`src/rtl/dll_pkg.sv`:
```
// Shared types for the DLL transmit scheduler: FSM states, source codes
// and the sequence-number width.
package dll_pkg;

    localparam int SEQ_W = 12;

    typedef enum logic [1:0] {
        S_IDLE = 2'b00,
        S_TLP  = 2'b01,
        S_RPLY = 2'b10
    } state_e;

    localparam logic [1:0] SRC_NONE = 2'b00;
    localparam logic [1:0] SRC_TLP  = 2'b01;
    localparam logic [1:0] SRC_RPLY = 2'b10;
    localparam logic [1:0] SRC_DLLP = 2'b11;

endpackage

```
`src/rtl/dll_tx_slice.sv`:
```
// One-deep valid/ready register slice carrying a granted beat and its
// {sop, eop, src, seq} tags to the DLL packetizer.
module dll_tx_slice
    import dll_pkg::*;
#(
    parameter int DATA_W = 256
) (
    input  logic              clk_i,
    input  logic              rst_i,
    input  logic              in_valid_i,
    input  logic [DATA_W-1:0] in_data_i,
    input  logic              in_sop_i,
    input  logic              in_eop_i,
    input  logic [1:0]        in_src_i,
    input  logic [SEQ_W-1:0]  in_seq_i,
    output logic              in_ready_o,
    output logic              out_valid_o,
    output logic [DATA_W-1:0] out_data_o,
    output logic              out_sop_o,
    output logic              out_eop_o,
    output logic [1:0]        out_src_o,
    output logic [SEQ_W-1:0]  out_seq_o,
    input  logic              out_ready_i
);

    logic              valid_q;
    logic [DATA_W-1:0] data_q;
    logic              sop_q;
    logic              eop_q;
    logic [1:0]        src_q;
    logic [SEQ_W-1:0]  seq_q;

    assign in_ready_o = !valid_q || out_ready_i;

    always_ff @(posedge clk_i) begin
        if (rst_i) begin
            valid_q <= 1'b0;
            data_q  <= '0;
            sop_q   <= 1'b0;
            eop_q   <= 1'b0;
            src_q   <= SRC_NONE;
            seq_q   <= '0;
        end else if (in_ready_o) begin
            valid_q <= in_valid_i;
            data_q  <= in_data_i;
            sop_q   <= in_sop_i;
            eop_q   <= in_eop_i;
            src_q   <= in_src_i;
            seq_q   <= in_seq_i;
        end
    end

    assign out_valid_o = valid_q;
    assign out_data_o  = data_q;
    assign out_sop_o   = sop_q;
    assign out_eop_o   = eop_q;
    assign out_src_o   = src_q;
    assign out_seq_o   = seq_q;

endmodule

```
`src/rtl/dll_tx_scheduler.sv`:
```
// DLL TX scheduler: whole-packet arbitration of replay > DLLP > new TLP.
// Define DLL_TX_STARVE_GUARD_EN to bound DLLP runs ahead of a waiting TLP.
module dll_tx_scheduler
    import dll_pkg::*;
#(
    parameter int PIPE_DATA_WIDTH = 256,
    parameter int MAX_DLLP_RUN    = 4
) (
    input  logic                       sclk,
    input  logic                       srst,
    input  logic                       rply_valid_i,
    input  logic                       rply_sop_i,
    input  logic                       rply_eop_i,
    input  logic [PIPE_DATA_WIDTH-1:0] rply_data_i,
    output logic                       rply_ready_o,
    input  logic                       dllp_valid_i,
    input  logic [PIPE_DATA_WIDTH-1:0] dllp_data_i,
    output logic                       dllp_ready_o,
    input  logic                       tlp_valid_i,
    input  logic                       tlp_sop_i,
    input  logic                       tlp_eop_i,
    input  logic [PIPE_DATA_WIDTH-1:0] tlp_data_i,
    output logic                       tlp_ready_o,
    input  logic                       fc_ok_i,
    input  logic                       rb_full_i,
    output logic                       out_valid_o,
    output logic                       out_sop_o,
    output logic                       out_eop_o,
    output logic [PIPE_DATA_WIDTH-1:0] out_data_o,
    output logic [1:0]                 out_src_o,
    output logic [SEQ_W-1:0]           out_seq_o,
    input  logic                       out_ready_i
);

    state_e               state_q, state_d;
    logic [SEQ_W-1:0]     seq_q, seq_d;
    logic                 adv;
    logic                 tlp_elig;
    logic                 tlp_first;
    logic                 gnt_rply, gnt_dllp, gnt_tlp;
    logic                 rply_acc, dllp_acc, tlp_acc;
    logic                 in_valid;
    logic [PIPE_DATA_WIDTH-1:0] in_data;
    logic                 in_sop, in_eop;
    logic [1:0]           in_src;
    logic [SEQ_W-1:0]     in_seq;

    assign tlp_elig = tlp_valid_i && fc_ok_i && !rb_full_i;

`ifdef DLL_TX_STARVE_GUARD_EN
    logic [3:0] run_q, run_d;

    assign tlp_first = tlp_elig && (run_q == 4'(MAX_DLLP_RUN));

    always_comb begin
        run_d = run_q;
        if (!tlp_elig || tlp_acc) begin
            run_d = '0;
        end else if (dllp_acc) begin
            run_d = run_q + 4'd1;
        end
    end
`else
    assign tlp_first = 1'b0;
`endif

    // An open packet locks the grant to its own source until eop.
    always_comb begin
        gnt_rply = 1'b0;
        gnt_dllp = 1'b0;
        gnt_tlp  = 1'b0;
        unique case (state_q)
            S_IDLE: begin
                if (rply_valid_i)      gnt_rply = 1'b1;
                else if (tlp_first)    gnt_tlp  = 1'b1;
                else if (dllp_valid_i) gnt_dllp = 1'b1;
                else if (tlp_elig)     gnt_tlp  = 1'b1;
            end
            S_TLP:   gnt_tlp  = 1'b1;
            S_RPLY:  gnt_rply = 1'b1;
            default: ;
        endcase
    end

    assign rply_ready_o = gnt_rply && adv;
    assign dllp_ready_o = gnt_dllp && adv;
    assign tlp_ready_o  = gnt_tlp && adv;

    assign rply_acc = rply_ready_o && rply_valid_i;
    assign dllp_acc = dllp_ready_o && dllp_valid_i;
    assign tlp_acc  = tlp_ready_o && tlp_valid_i;

    always_comb begin
        state_d = state_q;
        seq_d   = seq_q;
        if (rply_acc) state_d = rply_eop_i ? S_IDLE : S_RPLY;
        if (tlp_acc)  state_d = tlp_eop_i ? S_IDLE : S_TLP;
        if (tlp_acc && tlp_sop_i) seq_d = seq_q + 12'd1;
    end

    always_comb begin
        in_valid = rply_acc || dllp_acc || tlp_acc;
        in_data  = '0;
        in_sop   = 1'b0;
        in_eop   = 1'b0;
        in_src   = SRC_NONE;
        in_seq   = '0;
        if (rply_acc) begin
            in_data = rply_data_i;
            in_sop  = rply_sop_i;
            in_eop  = rply_eop_i;
            in_src  = SRC_RPLY;
        end else if (dllp_acc) begin
            in_data = dllp_data_i;
            in_sop  = 1'b1;
            in_eop  = 1'b1;
            in_src  = SRC_DLLP;
        end else if (tlp_acc) begin
            in_data = tlp_data_i;
            in_sop  = tlp_sop_i;
            in_eop  = tlp_eop_i;
            in_src  = SRC_TLP;
            // continuation beats reuse the value consumed by their sop
            in_seq  = tlp_sop_i ? seq_q : seq_q - 12'd1;
        end
    end

    always_ff @(posedge sclk) begin
        if (srst) begin
            state_q <= S_IDLE;
            seq_q   <= '0;
`ifdef DLL_TX_STARVE_GUARD_EN
            run_q   <= '0;
`endif
        end else begin
            state_q <= state_d;
            seq_q   <= seq_d;
`ifdef DLL_TX_STARVE_GUARD_EN
            run_q   <= run_d;
`endif
        end
    end

    dll_tx_slice #(
        .DATA_W (PIPE_DATA_WIDTH)
    ) u_slice (
        .clk_i       (sclk),
        .rst_i       (srst),
        .in_valid_i  (in_valid),
        .in_data_i   (in_data),
        .in_sop_i    (in_sop),
        .in_eop_i    (in_eop),
        .in_src_i    (in_src),
        .in_seq_i    (in_seq),
        .in_ready_o  (adv),
        .out_valid_o (out_valid_o),
        .out_data_o  (out_data_o),
        .out_sop_o   (out_sop_o),
        .out_eop_o   (out_eop_o),
        .out_src_o   (out_src_o),
        .out_seq_o   (out_seq_o),
        .out_ready_i (out_ready_i)
    );

`ifndef SYNTHESIS
    a_idle_sop: assert property (@(posedge sclk) disable iff (srst)
        (state_q == S_IDLE && (rply_acc || tlp_acc))
        |-> (rply_acc ? rply_sop_i : tlp_sop_i));
`endif

endmodule

```
`config.mk`:
```
export PLATFORM = sky130hd
export DESIGN_NAME = dll_tx_scheduler
export DESIGN_NICKNAME = d
export VERILOG_FILES = /design/src/rtl/dll_pkg.sv /design/src/rtl/dll_tx_slice.sv /design/src/rtl/dll_tx_scheduler.sv
export SDC_FILE = /design/constraint.sdc
export NUM_CORES = 1
export LEC_CHECK = 0
export ABC_AREA = 1
export BUFFER_PORTS_ARGS = -buffer_cell sky130_fd_sc_hd__buf_2
export CORE_AREA = 2 2 408 410
export DETAILED_ROUTE_END_ITERATION = 12
export DIE_AREA = 0 0 410 412
export SLEW_MARGIN = 20
export SYNTH_ARGS = -nofsm -noshare
export SYNTH_HDL_FRONTEND = slang
export SYNTH_SLANG_ARGS = --single-unit
```
`constraint.sdc`:
```
create_clock -name sclk -period 4.4 [get_ports sclk]
set_input_delay 1.32 -clock sclk [delete_from_list [all_inputs] [get_ports sclk]]
set_output_delay 1.32 -clock sclk [all_outputs]
set_load 0.05 [all_outputs]
```
**Word level (Yosys, flattened, before mapping)**

Cells that the tools add are included.

- Word-level logic and storage cells: 57
- Output and inout bits: 276
- Input bits: 780
- Register bits: 287

- Equal/unequal tests: 2
- Reductions and logical operators: 16
- Add/sub/neg operators: 2
- Muxes and demuxes: 29

Operators by type and width:

| cell | number |
|---|---|
| $mux W256 | 3 |
| $mux W12 | 4 |
| $mux W1 | 15 |
| $add A12 B1 Y12 const B | 1 |
| $sub A12 B1 Y12 const B | 1 |
| $mux W2 | 5 |
| $logic_and A1 B1 Y1 | 9 |
| $pmux W1 S2 | 2 |
| $logic_or A1 B1 Y1 | 3 |
| $eq A2 B1 Y1 const B | 1 |
| $eq A2 B2 Y1 const B | 1 |
| $logic_not A1 Y1 | 2 |
| $logic_not A2 Y1 | 1 |
| $reduce_bool A2 Y1 | 1 |

**Longest topological paths before layout**

Gate-level depths: netlist of run 1.

- Depth in word-level cells: 11
- Depth in mapped cells: 11
- Gate-level depth less buffers: 9

**Modules after synthesis**

A second synthesis of run 1 with hierarchy kept.

- Cells, all modules: 2990
- Area total of the unflattened synthesis: 17184.0 µm²

By module, submodules not included:

| module | seq. area each (µm²) | instances | cells an instance | area an instance (µm²) |
|---|---|---|---|---|
| dll_tx_slice | 5465.2 | 1 | 1760 | 11537.3 |
| dll_tx_scheduler | 280.3 | 1 | 1230 | 5646.7 |

**Least setup slack after synthesis of run 1**

OpenSTA, ideal clock, no wires.

- Kind: input-to-output
- Start point: input port out_ready_i
- End point: output port rply_ready_o
- Cell stages on the path: 5
- Data arrival time: 2446 ps
- Path slack: 634 ps
- Path buffers: 1
- Required time: 3080 ps
- Cell sequence: nor2_4 inv_4 clkbuf_1 nand2_1 nor2_1

- Longest elaborated chain between the ends: 2

Ends and longest elaborated chain:

| what | RTL line | RTL |
|---|---|---|
| start: declaration | dll_tx_scheduler.sv:32 | `input logic out_ready_i` |
| $logic_or A1 B1 Y1 | dll_tx_slice.sv:33 | `assign in_ready_o = !valid_q \|\| out_ready_i;` |
| $logic_and A1 B1 Y1 | dll_tx_scheduler.sv:85 | `assign rply_ready_o = gnt_rply && adv;` |
| end: declaration | dll_tx_scheduler.sv:15 | `output logic rply_ready_o,` |

No other way between the ends.

**Worst setup path after layout of run 1**

- Start point: input port rb_full_i
- End point: output port tlp_ready_o

- Longest elaborated chain between the ends: 7

Ends and longest elaborated chain:

| what | RTL line | RTL |
|---|---|---|
| start: declaration | dll_tx_scheduler.sv:25 | `input logic rb_full_i,` |
| $logic_not A1 Y1 | dll_tx_scheduler.sv:48 | `assign tlp_elig = tlp_valid_i && fc_ok_i && !rb_full_i;` |
| $logic_and A1 B1 Y1 | dll_tx_scheduler.sv:48 |  |
| $mux W1 | dll_tx_scheduler.sv:77 | `else if (tlp_elig) gnt_tlp = 1'b1;` |
| $mux W1 | dll_tx_scheduler.sv:76 | `else if (dllp_valid_i) gnt_dllp = 1'b1;` |
| $mux W1 | dll_tx_scheduler.sv:74 | `if (rply_valid_i) gnt_rply = 1'b1;` |
| $pmux W1 S2 | dll_tx_scheduler.sv:72 | `unique case (state_q)` |
| $logic_and A1 B1 Y1 | dll_tx_scheduler.sv:87 | `assign tlp_ready_o = gnt_tlp && adv;` |
| end: declaration | dll_tx_scheduler.sv:23 | `output logic tlp_ready_o,` |

No other way between the ends.

==> summary.md, run 1 <==
| Metric | Value |
|---|---|
| Terminating pin of the worst hold path | u_slice.out_seq_o[7] |
| Clock tree buffer depth | 3 |
| Cell count after placement | 5316 |
| Area Growth Syn to Fin | 60.8% |
| Pins Over Slew Limit | 0 |
| WL final | 137000 um |
| Mux share of post-synthesis cell area | 0% |
| Starting density of the core | 9.08% |
| Number of storage elements in the synthesis netlist | 287 |
| Area share of fa/ha/maj cells after synthesis | 0.168% |
| Total Power Consumption | 8.90 mW |
| Overall Global Routing Usage | 15.3% |
| Placer Congestion | 0.922 |
| Worst-case vdd ir drop | 0.000256 V |
| Number of primary I/O pins | 1056 |
| Delay contributed by the slowest stage of the critical path | 0.40 ns |
| Hold depth | 2 |
| DR DRC count | 0 |
| Post-CTS Hold Buffers | 0 |
| Simple-gate area share of the yosys netlist | 37.9% |
| Final cycle utilization of the critical path | 91.9% |
| RSZ-0062 raised after global routing | no |
| Wire length of the first global-routing pass | 176000 um |
| Finished Layout Cells | 5436 |
| Post-cts repair resize count | 0 |
| Level count of the clock H-tree | 2 |
| Height of the die | 412 um |
| Category of the most critical setup path | primary input to output pin |
| CP Launch Type | primary input |
| Setup WS pre-CTS | 0.271 ns |
| Number of library cell types mapped by synthesis | 24 |
| Detail-routed net length per standard cell | 25.1 um |
| Largest clock skew in the final design | 0.0484 ns |
| Pre-antenna DRT Iters | 5 |
| CTS tree | yes |
| Outcome | finished, final reports clean |
| First DRT Iteration DRCs | 1667 |
| Proportion of synthesized chip area in sequential cells | 38.5% |
| Clock Latency Late Sink | 0.61 ns |
| Number of buffer and inverter instances along the worst setup path | 3 |
| Total negative slack | 0 ns |
| Post-synthesis instance area | 0.0149 mm^2 |
| Leakage | 11.7 nW |
| Clock transition at path regs | 0.06 ns |
| Number of global-route vias before repair | 19600 |
| Setup Buffers After CTS | 0 |
| Transition time at the pin with the least slew margin | 1.01 ns |
| WP data required | 3.08 ns |
| Setup violators final | 0 |
| Top delay family on crit path | simple AND/OR/NAND/NOR gates |
| Num Clock Sinks | 287 |
| Number of warnings reported in the yosys synthesis log | 0 |
| Worst flop-to-flop path endpoint | u_slice.out_data_o[119] |
| Clk root buf | sky130_fd_sc_hd__clkbuf_16 |
| Commonest cells after routing, fill and taps aside | sky130_fd_sc_hd__buf_2 (1054), sky130_fd_sc_hd__nand2_1 (852), sky130_fd_sc_hd__nand4_1 (350) |
| Critical path data arrival time | 2.72 ns |
| Leading cell type in the layout, fill and taps excluded | sky130_fd_sc_hd__buf_2 |
| Largest net degree at the start of global routing | 133 |
| Horizontal extent of the die | 410 um |
| Die area | 0.169 mm^2 |
| Worst path most repeated cell | sky130_fd_sc_hd__buf_2 |
| PortBufs | 1055 |
| Count of cells along the worst register-to-register path | 8 |
| NumNets Final | 3952 |
| Vias per std cell | 3.92 |
| DR vias | 21300 |
| Count of final hold-check violations | 0 |
| Complex-gate fraction of the synthesized area | 11.8% |
| Fill cell count | 19100 |
| Number of buffers created by CTS | 41 |
| Startpoint of the most critical hold path | u_slice.out_seq_o[7] |
| Share of post-route cells with drive strength above 1 | 36.2% |
| Reg2Reg Setup Slack | 1.56 ns |
| Post-synth net total | 3022 |
| Area share of xor/xnor cells in the synthesized design | 0.646% |
| Maxcap violations | 0 |
| Number of core rows | 149 |
| Tightest Hold Check Type | flop to flop |
| Crit. End Element | output pin |
| Mapped Cells | 2240 |
| Placeable core area | 0.164 mm^2 |
| Maximum clock frequency | 0.247 GHz |
| Count of nets left with antenna violations after detail routing | 0 |
| Largest family of logic cells by synthesized area | simple AND/OR/NAND/NOR gates |
| Grt total ovfl | 0 |
| Average instance area after synthesis | 6.66 um^2 |
| Reg-to-Reg Start | u_slice.out_valid_o |
| Post-DP HPWL | 113000 um |
| Biggest fanout along the worst timing path | 26 |
| Final critical-path required period | 4.04 ns |
| Worst hold-check slack | 0.464 ns |
| Power density over cell area | 371 mW/mm^2 |
| Worst slew margin relative to its limit | 32.6% |
| Max stage delay cell, worst path | sky130_fd_sc_hd__nor2_1 |
| Post-route worst setup slack | 0.358 ns |
| Crit path cell chain | buf_2 > nor2_1 > nand3_1 > nand2_4 > nand2_1 > inv_1 > buf_2 |
| Antenna violations before repair | 164 |
-- final cells by class --
cell class / instances / area [um^2] / area share, %
Multi-Input combinational cell: 1556 / 7560 / 31.5
Sequential cell: 287 / 5750 / 23.9
Timing Repair Buffer: 1083 / 5650 / 23.5
Tap cell: 2189 / 2740 / 11.4
Clock buffer: 61 / 1210 / 5.05
Inverter: 201 / 782 / 3.26
Clock inverter: 13 / 188 / 0.782
Antenna cell: 46 / 115 / 0.480
-- stage by stage --
| step | util (%) | instance area [um^2] |
|---|---|---|
| 2_1_floorplan | - | 14900 |
| 3_3_place_gp | 13.7 | 22500 |
| 3_5_place_dp | 13.7 | 22500 |
| 4_1_cts | 14.5 | 23900 |
| 5_1_grt | 14.6 | 23900 |
| 6_report | 14.6 | 24000 |
-- how the worst max path moves through the flow --
stage,from,endpoint,slack [ns],depth (start not counted)
after floorplan,out_ready_i,rply_ready_o,0.63,5
after global placement,rb_full_i,tlp_ready_o,0.25,7
after detailed placement,rb_full_i,tlp_ready_o,0.27,7
after CTS,rb_full_i,tlp_ready_o,0.27,7
after global routing,rb_full_i,tlp_ready_o,0.16,7
final,rb_full_i,tlp_ready_o,0.36,7
-- report_power, final --
part	switching [mW]	internal (mW)	leakage [nW]
Clock	1.44	2.14	0.691
Sequential	0.113	2.80	2.36
Combinational	1.75	0.648	8.61
Total	3.31	5.59	11.7
-- tightest hold or removal path: stages (launching register included) --
cell and delay, ns:
sky130_fd_sc_hd__dfxtp_1 0.30, sky130_fd_sc_hd__nand2_1 0.06, sky130_fd_sc_hd__a21oi_1 0.06
-- per-layer routing --
metal | vias up | routed length [um] | global-route usage [%]
met5 | - | 325 | 0
met4 | 52 | 6010 | 5.95
met3 | 372 | 13900 | 6.05
met2 | 1252 | 59900 | 23.6
met1 | 10100 | 56400 | 18.9
li1 | 9506 | - | -
-- Yosys cell counts --
master	count	area, um^2
sky130_fd_sc_hd__inv_2	4	15.0
sky130_fd_sc_hd__nand2_1	854	3210
sky130_fd_sc_hd__clkbuf_1	74	278
sky130_fd_sc_hd__nor2_1	23	86.3
sky130_fd_sc_hd__clkinv_1	1	3.75
sky130_fd_sc_hd__xor2_1	11	96.3
sky130_fd_sc_hd__buf_2	99	495
sky130_fd_sc_hd__a21oi_1	194	971
sky130_fd_sc_hd__o221ai_1	85	744
sky130_fd_sc_hd__buf_4	6	45.0
sky130_fd_sc_hd__dfxtp_1	287	5750
sky130_fd_sc_hd__nand4_1	350	2190
sky130_fd_sc_hd__ha_1	2	25.0
sky130_fd_sc_hd__inv_1	195	732
sky130_fd_sc_hd__inv_4	1	6.26
sky130_fd_sc_hd__buf_1	17	63.8
sky130_fd_sc_hd__nand3_1	19	95.1
sky130_fd_sc_hd__nand3_2	3	30.0
sky130_fd_sc_hd__o21bai_1	1	7.51
sky130_fd_sc_hd__nor3_1	4	20.0
sky130_fd_sc_hd__nor2_4	1	11.3
sky130_fd_sc_hd__a22oi_1	1	7.51
sky130_fd_sc_hd__o21ai_0	6	30.0
sky130_fd_sc_hd__nor2_2	2	12.5
-- sequential cells by signal (all words and copies together), names as in the netlist --
register,count
u_slice.out_sop_o,1
u_slice.out_seq_o,12
u_slice.out_data_o,256
u_slice.out_src_o,2
u_slice.out_eop_o,1
state_q,2
u_slice.out_valid_o,1
seq_q,12
-- cells by family after synthesis --
logic type	after synthesis
XOR/XNOR	11
flip-flops	287
AO/OA/AOI/OAI	287
buffers and inverters	397
AND/OR/NAND/NOR	1256
adder cells (fa/ha/maj)	2
No activity file was read; power rests on OpenSTA's default activity.
==> run 2, diff against run 1 <==
Settings changed: PLACE_DENSITY set to 0.36.
==> run 2 against run 1 <==
Against the previous run:
- critical path depth is 1 lower
- worst hold slack about the same
- critical path type unchanged
- register-to-register slack improved by 0.09 ns
- clock power up 4%
- core utilization increased by 0.095 points
- global-route usage down 1.2 points
- die area did not move
- largest power group unchanged
- via count is 3.2% lower
- cell count is 0.17% lower
==> summary.md, run 2 (synthesis gave the netlist of run 1 again) <==
| Metric | Value |
|---|---|
| Num Clock Sinks | 287 (unchanged) |
| DR vias | 20600 (was 21300) |
| Maximum clock frequency | 0.263 GHz (was 0.247 GHz) |
| Leakage | 11.8 nW (was 11.7 nW) |
| Starting density of the core | 9.08% (unchanged) |
| Maxcap violations | 0 (unchanged) |
| Pre-antenna DRT Iters | 5 (unchanged) |
| Crit. End Element | output pin (unchanged) |
| Number of buffers created by CTS | 43 (was 41) |
| DR DRC count | 0 (unchanged) |
| Placeable core area | 0.164 mm^2 (unchanged) |
| Largest clock skew in the final design | 0.0261 ns (was 0.0484 ns) |
| CTS tree | yes (unchanged) |
| PortBufs | 1055 (unchanged) |
| Post-DP Area | 0.0227 mm^2 (was 0.0225 mm^2) |
| Detail-routed net length per standard cell | 23.3 um (was 25.1 um) |
| Clock Latency Late Sink | 0.61 ns (about the same) |
| Share of post-route cells with drive strength above 1 | 36.6% (was 36.2%) |
| Die area | 0.169 mm^2 (unchanged) |
| Tightest Hold Check Type | flop to flop (unchanged) |
| Startpoint of the most critical hold path | u_slice.out_seq_o[7] (unchanged) |
| Clock tree buffer depth | 3 (unchanged) |
| Power share of the clock group | 41.0% (was 40.3%) |
| Largest net degree at the start of global routing | 121 (was 133) |
| Fill cell count | 19300 (was 19100) |
| Power share of the combinational group | 26.6% (was 26.9%) |
| Pins Over Slew Limit | 0 (unchanged) |
| Height of the die | 412 um (unchanged) |
| Placer Congestion | 0.916 (was 0.922) |
| Clk root buf | sky130_fd_sc_hd__clkbuf_16 (unchanged) |
| Setup violators final | 0 (unchanged) |
| Post-cts repair resize count | 0 (unchanged) |
| Internal | 5.68 mW (was 5.59 mW) |
| Flip-flop count of the largest register after layout | 256 (unchanged) |
| Post-DP HPWL | 99800 um (was 113000 um) |
| Total Power Consumption | 9.05 mW (was 8.90 mW) |
| Total negative slack | 0 ns (unchanged) |
| Final instance area | 0.0241 mm^2 (was 0.0240 mm^2) |
| Number of global-route vias before repair | 19700 (was 19600) |
| Count of final hold-check violations | 0 (unchanged) |
| Final critical-path required period | 3.81 ns (was 4.04 ns) |
| Area Growth Syn to Fin | 61.9% (was 60.8%) |
| Category of the most critical setup path | primary input to output pin (unchanged) |
| Commonest cells after routing, fill and taps aside | sky130_fd_sc_hd__buf_2 (1054), sky130_fd_sc_hd__nand2_1 (852), sky130_fd_sc_hd__nand4_1 (350) (unchanged) |
| Reg-to-Reg Start | u_slice.out_valid_o (unchanged) |
| Vias per std cell | 3.80 (was 3.92) |
| Post-CTS Hold Buffers | 0 (unchanged) |
| Net switching fraction of the power | 37.2% (about the same) |
| Wire length of the first global-routing pass | 168000 um (was 176000 um) |
| Level count of the clock H-tree | 2 (unchanged) |
| Share of power burned in registers | 32.4% (was 32.8%) |
| NumNets Final | 3971 (was 3952) |
| Number of core rows | 149 (unchanged) |
| Setup Buffers After CTS | 0 (unchanged) |
| Horizontal extent of the die | 410 um (unchanged) |
| Core Util, Final | 14.7% (was 14.6%) |
| Count of nets left with antenna violations after detail routing | 0 (unchanged) |
| Transition time at the pin with the least slew margin | 1.09 ns (was 1.01 ns) |
| Number of primary I/O pins | 1056 (unchanged) |
| RSZ-0062 raised after global routing | no (unchanged) |
| WP data required | 3.08 ns (about the same) |
| Worst slew margin relative to its limit | 27.5% (was 32.6%) |
| Outcome | finished, final reports clean (unchanged) |
| Biggest fanout along the worst timing path | 24 (was 26) |
| Antenna violations before repair | 89 (was 164) |
| Critical Path Source | dllp_valid_i (was rb_full_i) |
| Power density over cell area | 375 mW/mm^2 (was 371 mW/mm^2) |
| Worst hold-check slack | 0.464 ns (about the same) |
| Final cycle utilization of the critical path | 86.6% (was 91.9%) |
| Critical path data arrival time | 2.49 ns (was 2.72 ns) |
| Switching power total | 3.37 mW (was 3.31 mW) |
| First DRT Iteration DRCs | 1408 (was 1667) |
| WL final | 126000 um (was 137000 um) |
| Worst-case vdd ir drop | 0.000218 V (was 0.000256 V) |
| CP Launch Type | primary input (unchanged) |
| Clock transition at path regs | 0.05 ns (was 0.06 ns) |
| Grt total ovfl | 0 (unchanged) |
| Overall Global Routing Usage | 14.1% (was 15.3%) |
| Leading cell type in the layout, fill and taps excluded | sky130_fd_sc_hd__buf_2 (unchanged) |
[run 2: worst max-delay path, cell delays in order]
cell and delay [ns]:
sky130_fd_sc_hd__buf_2 0.15, sky130_fd_sc_hd__inv_1 0.07, sky130_fd_sc_hd__nor2_1 0.17, sky130_fd_sc_hd__nand3_2 0.22, sky130_fd_sc_hd__inv_8 0.23, sky130_fd_sc_hd__buf_2 0.31
[run 2: layout make-up]
class / instances / area, um^2 / area share (%)
diodes: 18 / 45.0 / 0.187
clock buffers: 66 / 1300 / 5.40
inverters: 201 / 781 / 3.23
clock inverters: 10 / 145 / 0.601
repair buffers: 1100 / 5830 / 24.1
flip-flops and latches: 287 / 5750 / 23.8
multi-input cells: 1556 / 7560 / 31.3
well taps: 2189 / 2740 / 11.3
[run 2: power groups by stage]
stage | combinational, mW | sequential (mW) | clock [mW]
after floorplan | 0.699 | 3.65 | 0
after global placement | 2.43 | 2.99 | 0
after detailed placement | 2.43 | 2.98 | 0
after CTS | 2.44 | 2.93 | 3.88
after global routing | 2.58 | 2.95 | 3.98
final | 2.41 | 2.93 | 3.71
[run 2: layer usage]
metal	global-route usage (%)	wire length (um)	vias to the layer above
li1	-	-	9526
met3	3.68	8860	214
met4	4.20	3630	20
met5	0	118	-
met1	18.1	54600	9993
met2	22.9	58900	885
[run 2: path summary, 6_finish.rpt]
check | slack (ns) | endpoint | cells after the start
worst min register to register | 0.46 | u_slice.out_seq_o[7] | 2
worst max register to register | 1.65 | u_slice.out_data_o[248] | 11
worst min-delay path | 0.46 | u_slice.out_seq_o[7] | 2
worst max-delay path | 0.59 | dllp_ready_o | 6
[run 2: stage by stage]
step | setup WS, ns | std cells
5_1_grt | 0.544 | 5422
6_report | 0.591 | 5427
3_5_place_dp | 0.586 | 5333
2_1_floorplan | 0.634 | 2240
3_3_place_gp | 0.577 | 5333
4_1_cts | 0.585 | 5409
